File: src/rtl/writeback_cycle.sv
// ---------------------------------------------------------------------------
// writeback_cycle
//
// Final pipeline stage: the MEM/WB register plus the writeback datapath.
// Captures MEM-stage results, formats load data (lb/lh/lbu/lhu/lw), selects
// the writeback source and drives the register-file write port. It also
// produces the same-cycle bypass selects used by decode and counts retired
// instructions.
//
// Ports:
//   clk_i         positive-edge clock
//   rst_ni        asynchronous active-low reset (whole block)
//   WB_stall_en   1: capture MEM inputs at the clock edge, 0: hold WB register
//   WB_rst_n      asynchronous active-low flush of the WB register only
//   MEM_valid     MEM holds a real (non-bubble) instruction
//   MEM_alu_data  ALU result / load-store address
//   MEM_pc_four   PC+4 of the MEM instruction
//   MEM_ld_data   raw aligned word returned by the LSU
//   MEM_mem_en    [0]wren [1]sb [2]sh [3]sw [4]lb [5]lh [6]lbu [7]lhu [8]lw
//   MEM_wb_en     00 load, 01 alu, 10 pc+4, 11 alu
//   MEM_rd_addr   destination register index
//   MEM_rd_wren   destination write enable
//   ID_rs1_addr   decode-stage rs1 index
//   ID_rs2_addr   decode-stage rs2 index
//   WB_rd_addr    register-file write index
//   WB_rd_data    register-file write data
//   WB_rd_wren    register-file write enable (never for x0)
//   sel_rs1_wb    decode takes WB_rd_data for rs1
//   sel_rs2_wb    decode takes WB_rd_data for rs2
//   retire_count  instructions retired since rst_ni (wraps)
// ---------------------------------------------------------------------------
module writeback_cycle #(
    parameter int RETIRE_CNT_W = 32
) (
    input  logic                    clk_i,
    input  logic                    rst_ni,
    input  logic                    WB_stall_en,
    input  logic                    WB_rst_n,
    input  logic                    MEM_valid,
    input  logic [31:0]             MEM_alu_data,
    input  logic [31:0]             MEM_pc_four,
    input  logic [31:0]             MEM_ld_data,
    input  logic [8:0]              MEM_mem_en,
    input  logic [1:0]              MEM_wb_en,
    input  logic [4:0]              MEM_rd_addr,
    input  logic                    MEM_rd_wren,
    input  logic [4:0]              ID_rs1_addr,
    input  logic [4:0]              ID_rs2_addr,
    output logic [4:0]              WB_rd_addr,
    output logic [31:0]             WB_rd_data,
    output logic                    WB_rd_wren,
    output logic                    sel_rs1_wb,
    output logic                    sel_rs2_wb,
    output logic [RETIRE_CNT_W-1:0] retire_count
);

    typedef enum logic [1:0] {
        WB_SRC_LOAD = 2'b00,
        WB_SRC_ALU  = 2'b01,
        WB_SRC_PC4  = 2'b10,
        WB_SRC_ALU2 = 2'b11
    } wb_src_e;

    // Load-type bits kept from MEM_mem_en[8:4], re-indexed from 0.
    typedef struct packed {
        logic lw;
        logic lhu;
        logic lbu;
        logic lh;
        logic lb;
    } ld_type_t;

    logic           w_stage_rst_n;
    logic           r_valid;
    logic [31:0]    r_alu_data;
    logic [31:0]    r_pc_four;
    logic [31:0]    r_ld_data;
    ld_type_t       r_ld_type;
    wb_src_e        r_wb_src;
    logic [4:0]     r_rd_addr;
    logic           r_rd_wren;
    logic [RETIRE_CNT_W-1:0] r_retire_count;

    logic [7:0]     w_ld_byte;
    logic [15:0]    w_ld_half;
    logic [31:0]    w_ld_fmt;
    logic           w_unused_store_bits;

    // Store/write-enable bits belong to MEM; writeback never looks at them.
    assign w_unused_store_bits = ^MEM_mem_en[3:0];

    // A flush clears the WB register exactly like a full reset, so both share
    // the asynchronous clear path.
    assign w_stage_rst_n = WB_rst_n & rst_ni;

    // NOTE: sequential state uses non-blocking assignments so every register
    // samples pre-edge values regardless of process ordering.
    always_ff @(posedge clk_i or negedge w_stage_rst_n) begin
        if (!w_stage_rst_n) begin
            r_valid    <= 1'b0;
            r_alu_data <= '0;
            r_pc_four  <= '0;
            r_ld_data  <= '0;
            r_ld_type  <= '0;
            r_wb_src   <= WB_SRC_LOAD;
            r_rd_addr  <= '0;
            r_rd_wren  <= 1'b0;
        end else if (WB_stall_en) begin
            r_valid    <= MEM_valid;
            r_alu_data <= MEM_alu_data;
            r_pc_four  <= MEM_pc_four;
            r_ld_data  <= MEM_ld_data;
            r_ld_type  <= ld_type_t'(MEM_mem_en[8:4]);
            r_wb_src   <= wb_src_e'(MEM_wb_en);
            r_rd_addr  <= MEM_rd_addr;
            // Folding valid and the x0 check in here keeps the write port and
            // the bypass selects trivially safe downstream.
            r_rd_wren  <= MEM_rd_wren & MEM_valid & (MEM_rd_addr != 5'd0);
        end
    end

    // The counter survives a pipeline flush; only rst_ni clears it. An
    // instruction flushed at the capture edge never retires.
    always_ff @(posedge clk_i or negedge rst_ni) begin
        if (!rst_ni) begin
            r_retire_count <= '0;
        end else if (WB_stall_en && MEM_valid && WB_rst_n) begin
            r_retire_count <= r_retire_count + RETIRE_CNT_W'(1);
        end
    end

    // Lane extraction. A misaligned halfword simply uses alu_data[1].
    always_comb begin
        // NOTE: every combinational output gets a default first so no path
        // leaves it unassigned and a latch is never inferred.
        w_ld_byte = r_ld_data[7:0];
        unique case (r_alu_data[1:0])
            2'd0: w_ld_byte = r_ld_data[7:0];
            2'd1: w_ld_byte = r_ld_data[15:8];
            2'd2: w_ld_byte = r_ld_data[23:16];
            2'd3: w_ld_byte = r_ld_data[31:24];
        endcase
        w_ld_half = r_alu_data[1] ? r_ld_data[31:16] : r_ld_data[15:0];
    end

    // Priority lw > lh > lhu > lb > lbu; no load bit yields zero.
    always_comb begin
        w_ld_fmt = '0;
        if (r_ld_type.lw) begin
            w_ld_fmt = r_ld_data;
        end else if (r_ld_type.lh) begin
            w_ld_fmt = {{16{w_ld_half[15]}}, w_ld_half};
        end else if (r_ld_type.lhu) begin
            w_ld_fmt = {16'd0, w_ld_half};
        end else if (r_ld_type.lb) begin
            w_ld_fmt = {{24{w_ld_byte[7]}}, w_ld_byte};
        end else if (r_ld_type.lbu) begin
            w_ld_fmt = {24'd0, w_ld_byte};
        end
    end

    always_comb begin
        WB_rd_data = r_alu_data;
        unique case (r_wb_src)
            WB_SRC_LOAD: WB_rd_data = w_ld_fmt;
            WB_SRC_ALU:  WB_rd_data = r_alu_data;
            WB_SRC_PC4:  WB_rd_data = r_pc_four;
            WB_SRC_ALU2: WB_rd_data = r_alu_data;
        endcase
    end

    assign WB_rd_addr   = r_rd_addr;
    assign WB_rd_wren   = r_rd_wren & r_valid;
    assign sel_rs1_wb   = WB_rd_wren & (r_rd_addr == ID_rs1_addr);
    assign sel_rs2_wb   = WB_rd_wren & (r_rd_addr == ID_rs2_addr);
    assign retire_count = r_retire_count;

endmodule

File: config.mk
export PLATFORM = sky130hd
export DESIGN_NAME = writeback_cycle
export DESIGN_NICKNAME = d
export VERILOG_FILES = /design/src/rtl/writeback_cycle.sv
export SDC_FILE = /design/constraint.sdc
export NUM_CORES = 1
export LEC_CHECK = 0
export CAP_MARGIN = 40
export CORE_ASPECT_RATIO = 2
export CORE_MARGIN = 8
export CORE_UTILIZATION = 40
export CTS_CLUSTER_SIZE = 40
export DETAILED_ROUTE_END_ITERATION = 7
export HOLD_SLACK_MARGIN = 0.1
export MAX_ROUTING_LAYER = met4
export PLACE_DENSITY = 0.74
export SLEW_MARGIN = 20
export SYNTH_ARGS = -nofsm -noshare
export SYNTH_HDL_FRONTEND = slang
export SYNTH_SLANG_ARGS = --single-unit
export TNS_END_PERCENT = 1
File: constraint.sdc
create_clock -name clk_i -period 11.7 [get_ports clk_i]
set_input_delay 3.51 -clock clk_i [delete_from_list [all_inputs] [get_ports clk_i]]
set_output_delay 3.51 -clock clk_i [all_outputs]
set_load 0.03 [all_outputs]
# After elaboration in Yosys (flattened, before gate mapping)

Cells that the tools add are included.

Add/subtract/negate cells: 1
Multipliers: 0
Div/mod/pow operators: 0
Magnitude comparators: 0
Equality and inequality tests: 8
Shift-type cells: 0
Mux-type cells: 8
Bitwise operators: 6
Reduce and logical (&&, ||, !) cells: 6

Operators with widths:

| cell                    | number |
|---|---|
| $mux W32                | 4 |
| $pmux W32 S3            | 1 |
| $add A32 B1 Y32 const B | 1 |
| $pmux W8 S4             | 1 |
| $mux W16                | 1 |
| $eq A5 B5 Y1            | 2 |
| $eq A2 B2 Y1 const B    | 4 |
| $mux W8                 | 1 |
| $and A1 B1 Y1           | 6 |
| $reduce_bool A5 Y1      | 1 |
| $eq A2 B1 Y1 const B    | 2 |
| $logic_not A2 Y1        | 2 |
| $logic_and A1 B1 Y1     | 2 |
| $reduce_or A2 Y1        | 1 |

Flip-flop bits (word level): 142
Bits in latches: 0
Bits in writable memories: 0
ROM bits: 0
Bits of input ports: 128
Output and inout bits: 72
Word-level logic and storage cells: 42
Memories: 0

# Logic depth before layout (Yosys ltp)

Gate-level depths: netlist of run 1.

Depth in word-level cells: 8
Gate-level depth with buffers: 6
Gate-level depth less buffers: 5

# Least setup slack after synthesis of run 1

OpenSTA, ideal clock, no wires.

Kind: input port to output port
Start: input ID_rs1_addr[3]
End: output sel_rs1_wb
Arrival: 4,438 ps
Required time: 8,190 ps
Slack: 3,752 ps
Stages: 3
Buffers on the path: 0
Path through: xnor2_1 > nand4_1 > nor3_1

Word-level cells in the longest chain between the ends: 2

Ends and longest elaborated chain:

| element       | RTL line | text |
|---|---|---|
| from (decl)   | 47       | `input logic [4:0] ID_rs1_addr,` |
| $eq A5 B5 Y1  | 174      | `assign sel_rs1_wb = WB_rd_wren & (r_rd_addr == ID_rs1_addr);` |
| $and A1 B1 Y1 | 174      |  |
| to (decl)     | 52       | `output logic sel_rs1_wb,` |

Every way passes these cells.

# Worst setup path in the final report of run 1

Start: input ID_rs2_addr[0]
End: output sel_rs2_wb

Word-level cells in the longest chain between the ends: 2

Ends and longest elaborated chain:

| element       | RTL line | text |
|---|---|---|
| from (decl)   | 48       | `input logic [4:0] ID_rs2_addr,` |
| $eq A5 B5 Y1  | 175      | `assign sel_rs2_wb = WB_rd_wren & (r_rd_addr == ID_rs2_addr);` |
| $and A1 B1 Y1 | 175      |  |
| to (decl)     | 53       | `output logic sel_rs2_wb,` |

Every way passes these cells.

==> results of run 1 <==
## power groups by stage
stage | logic [W] | clock network [W] | registers (W)
floorplan | 0.000176 | 0 | 0.000589
global placement | 0.000327 | 0 | 0.000584
detailed placement | 0.000332 | 0 | 0.000588
CTS | 0.000334 | 0.000573 | 0.000580
global route | 0.000354 | 0.000593 | 0.000586
finish | 0.000332 | 0.000562 | 0.000580
## critical path, stage by stage
cell and delay (ps):
clkdlybuf4s50_1 490, xnor2_1 130, nand4_1 110, nor3_1 200, clkdlybuf4s50_1 720
## cell usage in the layout, fill, tap and decap left out, types with 3 or more instances in the layout
master | netlist | routed
o21ai_0 | 25 | 25
a31oi_1 | 3 | 3
nand2b_1 | 3 | 3
nor2_1 | 10 | 10
buf_4 | 0 | 8
nand2_1 | 30 | 30
bufinv_16 | 0 | 4
mux2i_1 | 3 | 3
a22oi_1 | 23 | 23
and3_1 | 4 | 4
dfrtp_1 | 142 | 142
o21ai_2 | 10 | 10
or3_1 | 5 | 5
clkdlybuf4s50_1 | 0 | 194
diode_2 | 0 | 4
a221oi_1 | 6 | 6
nor3b_1 | 3 | 3
clkinv_2 | 0 | 3
mux2_2 | 106 | 106
nor3_1 | 5 | 5
or2_2 | 7 | 7
nand4_1 | 21 | 21
xnor2_1 | 37 | 37
a221o_1 | 8 | 8
xor2_1 | 4 | 4
and4_1 | 6 | 6
inv_1 | 12 | 12
clkbuf_16 | 0 | 17
nand3_1 | 11 | 11
nor2b_1 | 17 | 16
o22ai_1 | 3 | 3
a21oi_1 | 5 | 5
## stage by stage
stage / std cells / instance area [um^2] / power (W) / hold slack, ps
after floorplan: 557 / 6760 / 0.000765 / 473
after global placement: 935 / 8890 / 0.000911 / 466
after detailed placement: 936 / 8890 / 0.000921 / 490
after CTS: 966 / 9500 / 0.00149 / 504
after global routing: 970 / 9540 / 0.00153 / 522
final: 971 / 9540 / 0.00147 / 503
## kinds of logic after synthesis
group	Yosys count	synth area share, %
compound gates	94	10.3
buf+inv	42	2.63
fa+ha+maj	1	0.185
mux	110	18.4
xor+xnor	41	5.31
flops	142	52.6
simple gates	127	10.5
## registers in the layout, summed over array words and instances (netlist names)
signal / flops
r_pc_four: 32
r_alu_data: 32
WB_rd_addr: 5
r_ld_data: 32
r_ld_type: 5
r_valid: 1
r_rd_wren: 1
retire_count: 32
r_wb_src: 2
## final timing paths
path | to | cells after the start
setup reg to reg | retire_count[28] | 4
hold / removal | retire_count[11] | 1
max in group asynchronous | r_alu_data[0] | 5
min in group asynchronous | retire_count[30] | 2
setup / recovery | sel_rs2_wb | 5
hold reg to reg | retire_count[11] | 1
## layer usage
metal | wire (um) | share of wire [%] | vias to the layer above | track usage, %
met5 | 0 | 0 | - | -
met4 | 792 | 3.8 | 0 | 11.6
met3 | 926 | 4.4 | 39 | 3.83
met2 | 11900 | 57 | 191 | 36.2
met1 | 7310 | 35 | 2641 | 20.1
li1 | - | - | 2430 | -
## layout make-up
class	instances	area share (%)
clock buffer	19	4.64
clock inverter	11	1.76
inverter	12	0.472
tap	207	2.71
multi-input combinational	373	31.8
antenna	4	0.105
timing repair buffer	203	21.3
sequential	142	37.2
==> flow_metrics.py, run 1 <==
metrics = {
    "power": {
        "net-switching-power_w": 0.000416,
        "pwr-share-comb_pct": 22.5,
        "p_sw_share_pct": 28.2,
        "p_seq_share_pct": 39.4,
        "power_leakage_nw": 3.89,
        "ir_worst_vdd_mv": 0.0979,
        "pwr-share-clk_pct": 38.1,
        "power_density_nw_per_um2": 154,
        "intPower_w": 0.00106,
    },
    "die": {
        "row_count": 67,
        "start_util_pct": 40.5,
        "die_w_um": 108,
        "core_um2": 16700,
        "dieArea_um2": 21600,
        "pin_count": 200,
        "die_h_um": 200,
    },
    "logic_synthesis": {
        "yosys_warnings": 0,
        "yosys.area.top_type": "dfrtp_1",
        "yosysMostFrequentCell": "dfrtp_1",
        "yosysSeqAreaShare_pct": 52.6,
        "syn_inst": 557,
        "ys_ff_latch": 142,
        "synthTopCellsByCount": "dfrtp_1, mux2_2, xnor2_1",
        "ys_async_sr_fraction_pct": 100,
        "postSynthAreaPerCell_um2": 12.1,
        "yosys-top-cells-area": "dfrtp_1, mux2_2, xnor2_1",
        "syn_area_um2": 6760,
        "synth_nets": 686,
        "synthFlopType": "dfrtp_1",
        "yosysUniqueCellTypes": 44,
        "synth_top_area_share_pct": 52.6,
        "synth_edf_count": 0,
    },
    "global_route": {
        "grt_pass1_wl_um": 32400,
        "track_usage_pct": 20.4,
        "antenna_found_initial": 3,
        "globalRouteOverflowTotal": 0,
        "grt_pass1_vias": 5861,
        "grt_max_degree": 68,
    },
    "sta": {
        "finalSetupTns_ps": 0,
        "fin_crit_ps": 8670,
        "fin_ws_ps": 3030,
        "fmax_mhz": 115,
        "layout_worst_path_cycle_share_pct": 74.1,
        "slew_viol_final": 0,
        "skew_ps": 4.56,
        "worstMarginPinSlew_ps": 786,
        "slew_headroom_pct": 47.6,
        "hold_violations": 0,
        "setup-violations-final": 0,
        "rsz0062_at_grt": "false",
    },
    "worst_setup_path": {
        "cp.arrival_ps": 5160,
        "cp.required_ps": 8190,
        "path_class": "in -> out",
        "r2r_slack_ps": 9810,
        "start_kind": "input pin",
        "critPathLaunch": "ID_rs2_addr[0]",
        "cp_max_fo": 1,
        "r2r_start": "retire_count[4]",
        "endpoint_kind": "output pin",
    },
    "cts": {
        "clkTransAtPathRegs_ps": 60,
        "post_cts_buffers": 0,
        "root_buffer": "clkbuf_16",
        "cts_hold_buf": 0,
        "clk_path_buf_depth": 2,
        "cts_buffers": 17,
        "cts_resized": 0,
        "cts_tree": "done",
        "htreeDepth": 4,
        "cts.sinks": 142,
        "clock_latency_ps": 420,
    },
    "detailed_routing": {
        "wirelength_um": 20900,
        "drt_iter0_markers": 210,
        "drcViolationCount": 0,
        "via_per_inst": 5.46,
        "final_antenna_net_count": 0,
        "vias": 5301,
        "wire_per_inst_um": 21.5,
        "drtPass1Iterations": 4,
    },
    "worst_hold_path": {
        "hold_path.startpoint": "retire_count[11]",
        "hold_class": "reg -> reg",
    },
    "placed_design": {
        "dpl_worst_slack_ps": 3030,
        "hpwl_um": 15900,
        "place_congestion": 0.899,
        "portBuffers": 195,
    },
    "finish": {
        "drive_above_1_share_pct": 22.5,
        "multiInputGateArea_um2": 3030,
        "syn_to_final_growth_pct": 41.1,
        "fin_nets": 878,
        "postLayoutCoreUtil_pct": 57.2,
        "nFillCells": 1382,
        "regArea_um2": 3550,
    },
    "flow_run": {
        "drv_cap": 0,
    },
    "run_status": {
        "status": "completed",
    },
}
Note: power is estimated with default switching activity, not from simulation.
==> run 2: changes to the inputs <==
PLACE_DENSITY = 0.77   (was 0.74)
clock period = 7.27 ns   (was 11.7 ns; I/O delays follow)
==> run 2 against run 1 <==
Effect of this change: sequential share of layout area grew 0.093 points; power grew 56%; die area is the same; routed wire length is essentially flat; register-to-register slack lost 4500 ps; highest routed layer unchanged.
==> flow_metrics.py, run 2 (synthesized netlist as in run 1, its figures left out) <==
metrics = {
    "worst_setup_path": {
        "cp_common_cell": "clkdlybuf4s50_1",
        "critPathLaunch": "ID_rs2_addr[0]",
        "start_kind": "input pin",
        "crit_path_max_incr_delay_ps": 710,
        "cp_max_fo": 1,
        "slowest_stage": "clkdlybuf4s50_1",
        "reg2reg_depth": 4,
        "endpoint_kind": "output pin",
        "cp.required_ps": 5090,
        "cp.arrival_ps": 3810,
        "path_class": "in -> out",
        "r2r_start": "retire_count[4]",
        "cp_cell_sequence": "clkdlybuf4s50_1 > xnor2_1 > nand4_1 > nor3_1 > clkdlybuf4s50_1",
    },
    "placed_design": {
        "hpwl_um": 16100,
        "dpl_worst_slack_ps": 1280,
        "place_congestion": 0.900,
        "portBuffers": 195,
    },
    "sta": {
        "rsz0062_at_grt": "false",
        "worstMarginPinSlew_ps": 784,
        "layout_worst_path_cycle_share_pct": 82.4,
        "fin_ws_ps": 1280,
        "fmax_mhz": 167,
        "skew_ps": 4.76,
        "fin_crit_ps": 5990,
        "setup-violations-final": 0,
        "slew_viol_final": 0,
        "finalSetupTns_ps": 0,
        "hold_violations": 0,
        "slew_headroom_pct": 47.5,
    },
    "global_route": {
        "antenna_found_initial": 1,
        "grt_pass1_wl_um": 32500,
        "track_usage_pct": 20.5,
        "globalRouteOverflowTotal": 0,
        "grt_pass1_vias": 5884,
        "grt_max_degree": 62,
    },
    "cts": {
        "htreeDepth": 4,
        "cts_tree": "done",
        "cts.sinks": 142,
        "post_cts_buffers": 0,
        "root_buffer": "clkbuf_16",
        "cts_hold_buf": 0,
        "clock_latency_ps": 410,
        "clkTransAtPathRegs_ps": 60,
        "cts_buffers": 17,
        "cts_resized": 0,
        "clk_path_buf_depth": 2,
    },
    "power": {
        "power_leakage_nw": 3.87,
        "power_density_nw_per_um2": 241,
        "ir_worst_vdd_mv": 0.152,
    },
    "detailed_routing": {
        "drcViolationCount": 0,
        "wirelength_um": 20900,
        "wire_per_inst_um": 21.5,
        "drtPass1Iterations": 4,
        "vias": 5249,
        "final_antenna_net_count": 0,
        "via_per_inst": 5.40,
        "drt_iter0_markers": 199,
    },
    "worst_hold_path": {
        "holdPathStages": 1,
        "hold_class": "reg -> reg",
        "hold_path.startpoint": "r_ld_type[2]",
    },
    "finish": {
        "nFillCells": 1406,
        "mostFrequentLayoutCells": "clkdlybuf4s50_1, dfrtp_1, mux2_2",
        "layout_commonest_cell": "clkdlybuf4s50_1",
        "fin_nets": 880,
        "syn_to_final_growth_pct": 40.8,
        "postLayoutCoreUtil_pct": 57.1,
        "drive_above_1_share_pct": 22.9,
    },
    "flow_run": {
        "drv_cap": 0,
    },
    "die": {
        "row_count": 67,
        "die_h_um": 200,
        "start_util_pct": 40.5,
        "dieArea_um2": 21600,
        "pin_count": 200,
        "core_um2": 16700,
        "die_w_um": 108,
    },
    "run_status": {
        "status": "completed",
    },
}
-- run 2: cell types whose count changed in the layout (fill, tap and decap cells not counted) --
cell	change
buf_16	+1
clkinvlp_4	+4
clkinv_4	-1
inv_6	+2
buf_4	+1
diode_2	-3
bufinv_16	-3
-- run 2: report_power, final --
| part | total [W] | internal [W] | switching [W] |
|---|---|---|---|
| Clock | 0.000825 | 0.000480 | 0.000345 |
| Sequential | 0.000929 | 0.000863 | 0.0000659 |
| Combinational | 0.000538 | 0.000262 | 0.000276 |
-- run 2: path summary, 6_finish.rpt --
check / to / slack, ps
hold / removal: r_ld_type[2] / 500
hold reg to reg: r_ld_type[2] / 500
max in group asynchronous: r_ld_data[16] / 3730
min in group asynchronous: retire_count[15] / 2170
setup / recovery: sel_rs2_wb / 1280
setup reg to reg: retire_count[22] / 5330
-- run 2: worst max-delay path, delay by kind of cell --
family,cells,cell delay [ps]
AND/OR/NAND/NOR,2,320
buffers and inverters,2,1190
XOR/XNOR,1,120
-- run 2: through the flow --
| stage | total power, W | instance area (um^2) | std cells | hold WS [ps] |
|---|---|---|---|---|
| 5_1_grt | 0.00240 | 9520 | 972 | 523 |
| 3_3_place_gp | 0.00147 | 8890 | 936 | 465 |
| 4_1_cts | 0.00232 | 9520 | 971 | 505 |
| 2_1_floorplan | 0.00123 | 6760 | 557 | 473 |
| 6_report | 0.00229 | 9520 | 972 | 502 |
| 3_5_place_dp | 0.00148 | 8960 | 939 | 491 |
-- run 2: layer usage --
| layer | GRT usage [%] | vias up | share of wire, % |
|---|---|---|---|
| met4 | 9.68 | 0 | 3.6 |
| met2 | 37.1 | 186 | 56 |
| met5 | - | - | 0 |
| met1 | 20.3 | 2606 | 36 |
| li1 | - | 2426 | - |
| met3 | 3.99 | 31 | 4.5 |
-- run 2: layout make-up --
type	count	area [um^2]	share of cell area (%)
antenna	1	2.50	0.0263
clock buffer	19	443	4.65
clock inverter	13	116	1.22
inverter	12	45.0	0.473
multi-input combinational	373	3030	31.9
sequential	142	3550	37.3
tap	207	259	2.72
timing repair buffer	205	2060	21.7
==> run 3: changes to the inputs <==
clock period = 4.9 ns   (was 7.27 ns; I/O delays follow)
==> run 3 against run 2 <==
Effect of this change: die area unchanged; via count grew 2.1%; design area shrank 0.29%; sequential share of layout area rose by 0.11 points; hold slack got worse by 32 ps; largest power group unchanged; largest cell class unchanged; core utilization fell by 0.17 points.
==> flow_metrics.py, run 3 (synthesized netlist as in run 1, its figures left out) <==
metrics = {
    "run_status": {
        "status": "completed",
    },
    "power": {
        "p_sw_share_pct": 30.4,
        "pwr-share-comb_pct": 23.9,
        "pwr-share-clk_pct": 34.8,
        "total_power_w": 0.00335,
        "intPower_w": 0.00233,
        "net-switching-power_w": 0.00102,
        "power_leakage_nw": 3.87,
        "p_seq_share_pct": 41.3,
        "ir_worst_vdd_mv": 0.244,
        "power_density_nw_per_um2": 352,
    },
    "worst_hold_path": {
        "hold_class": "reg -> reg",
    },
    "die": {
        "pin_count": 200,
        "start_util_pct": 40.5,
        "dieArea_um2": 21600,
        "core_um2": 16700,
        "die_h_um": 200,
        "row_count": 67,
        "die_w_um": 108,
    },
    "placed_design": {
        "hpwl_um": 16200,
        "place_congestion": 0.898,
        "portBuffers": 195,
        "dpl_worst_slack_ps": 302,
    },
    "global_route": {
        "track_usage_pct": 20.1,
        "grt_pass1_wl_um": 32100,
        "grt_max_degree": 50,
        "globalRouteOverflowTotal": 0,
        "antenna_found_initial": 3,
        "grt_pass1_vias": 5955,
    },
    "sta": {
        "fin_ws_ps": 293,
        "slew_headroom_pct": 53.7,
        "rsz0062_at_grt": "false",
        "hold_violations": 0,
        "slew_viol_final": 0,
        "finalSetupTns_ps": 0,
        "worstMarginPinSlew_ps": 692,
        "fmax_mhz": 217,
        "setup-violations-final": 0,
        "skew_ps": 8.10,
        "layout_worst_path_cycle_share_pct": 94.0,
        "fin_crit_ps": 4610,
    },
    "cts": {
        "cts_resized": 0,
        "htreeDepth": 4,
        "clkTransAtPathRegs_ps": 60,
        "root_buffer": "clkbuf_16",
        "clk_path_buf_depth": 2,
        "post_cts_buffers": 0,
        "clock_latency_ps": 420,
        "cts_tree": "done",
        "cts_hold_buf": 0,
        "cts.sinks": 142,
        "cts_buffers": 17,
    },
    "flow_run": {
        "drv_cap": 0,
    },
    "worst_setup_path": {
        "start_kind": "input pin",
        "cp.required_ps": 3430,
        "cp_common_cell": "clkdlybuf4s50_1",
        "path_class": "in -> out",
        "cp.arrival_ps": 3140,
        "crit_path_max_incr_delay_ps": 720,
        "critPathBufInv": 2,
        "cp_max_fo": 1,
        "cp_cell_sequence": "clkdlybuf4s50_1 > xnor2_1 > nand4_1 > nor3_1 > clkdlybuf4s50_1",
        "slowest_stage": "clkdlybuf4s50_1",
        "endpoint_kind": "output pin",
        "r2r_slack_ps": 3070,
        "path_delay_family": "buffers and inverters",
    },
    "detailed_routing": {
        "final_antenna_net_count": 0,
        "vias": 5359,
        "drtPass1Iterations": 4,
        "drt_iter0_markers": 210,
        "drcViolationCount": 0,
        "wire_per_inst_um": 21.4,
        "via_per_inst": 5.50,
        "wirelength_um": 20900,
    },
    "finish": {
        "layout_commonest_cell": "clkdlybuf4s50_1",
        "fin_nets": 881,
        "nFillCells": 1393,
        "syn_to_final_growth_pct": 40.4,
        "drive_above_1_share_pct": 23.0,
        "mostFrequentLayoutCells": "clkdlybuf4s50_1, dfrtp_1, mux2_2",
    },
}
run 3: changes by cell type in the layout (fill, tap and decap cells not counted):
cell	before	now
buf_12	0	2
clkinv_4	1	3
diode_2	1	3
clkinvlp_4	6	3
buf_16	2	0
buf_4	9	10
bufinv_16	1	0
clkinv_2	3	5
run 3: area by class of cell:
class                           count  area [um^2]  area share [%]
Multi-Input combinational cell    373         3030            32.0
Timing Repair Buffer              206         2060            21.7
Sequential cell                   142         3550            37.4
Clock inverter                     13         91.3           0.962
Clock buffer                       19          443            4.67
Antenna cell                        3         7.51          0.0791
Inverter                           12         45.0           0.475
Tap cell                          207          259            2.73
run 3: stage by stage:
stage	instance area, um^2	instances	utilization (%)	hold slack, ps
floorplan	6760	557	-	473
global placement	8920	938	53.5	463
detailed placement	8950	940	53.6	462
CTS	9480	972	56.8	474
global route	9490	975	56.9	489
finish	9490	975	56.9	470
run 3: per-layer routing:
metal | share of wire [%] | up-vias | global-route usage (%)
met4 | 5.6 | 0 | 13.0
met5 | 0 | - | -
li1 | - | 2421 | -
met1 | 35 | 2681 | 19.8
met3 | 3.9 | 60 | 3.31
met2 | 56 | 197 | 35.5
run 3: power groups by stage:
stage | Combinational, W | Sequential, W | Clock, W
2_1_floorplan | 0.000421 | 0.00141 | 0
3_5_place_dp | 0.000800 | 0.00140 | 0
4_1_cts | 0.000807 | 0.00138 | 0.00119
3_3_place_gp | 0.000786 | 0.00139 | 0
5_1_grt | 0.000847 | 0.00140 | 0.00124
6_report | 0.000799 | 0.00138 | 0.00116
run 3: worst paths after layout:
check / cells past startpoint / endpoint / start
min in group asynchronous: 2 / retire_count[26] / rst_ni
hold reg to reg: 1 / retire_count[31] / retire_count[31]
setup / recovery: 5 / sel_rs2_wb / ID_rs2_addr[0]
hold / removal: 1 / retire_count[31] / retire_count[31]
setup reg to reg: 4 / retire_count[22] / retire_count[4]
max in group asynchronous: 4 / r_ld_data[21] / rst_ni
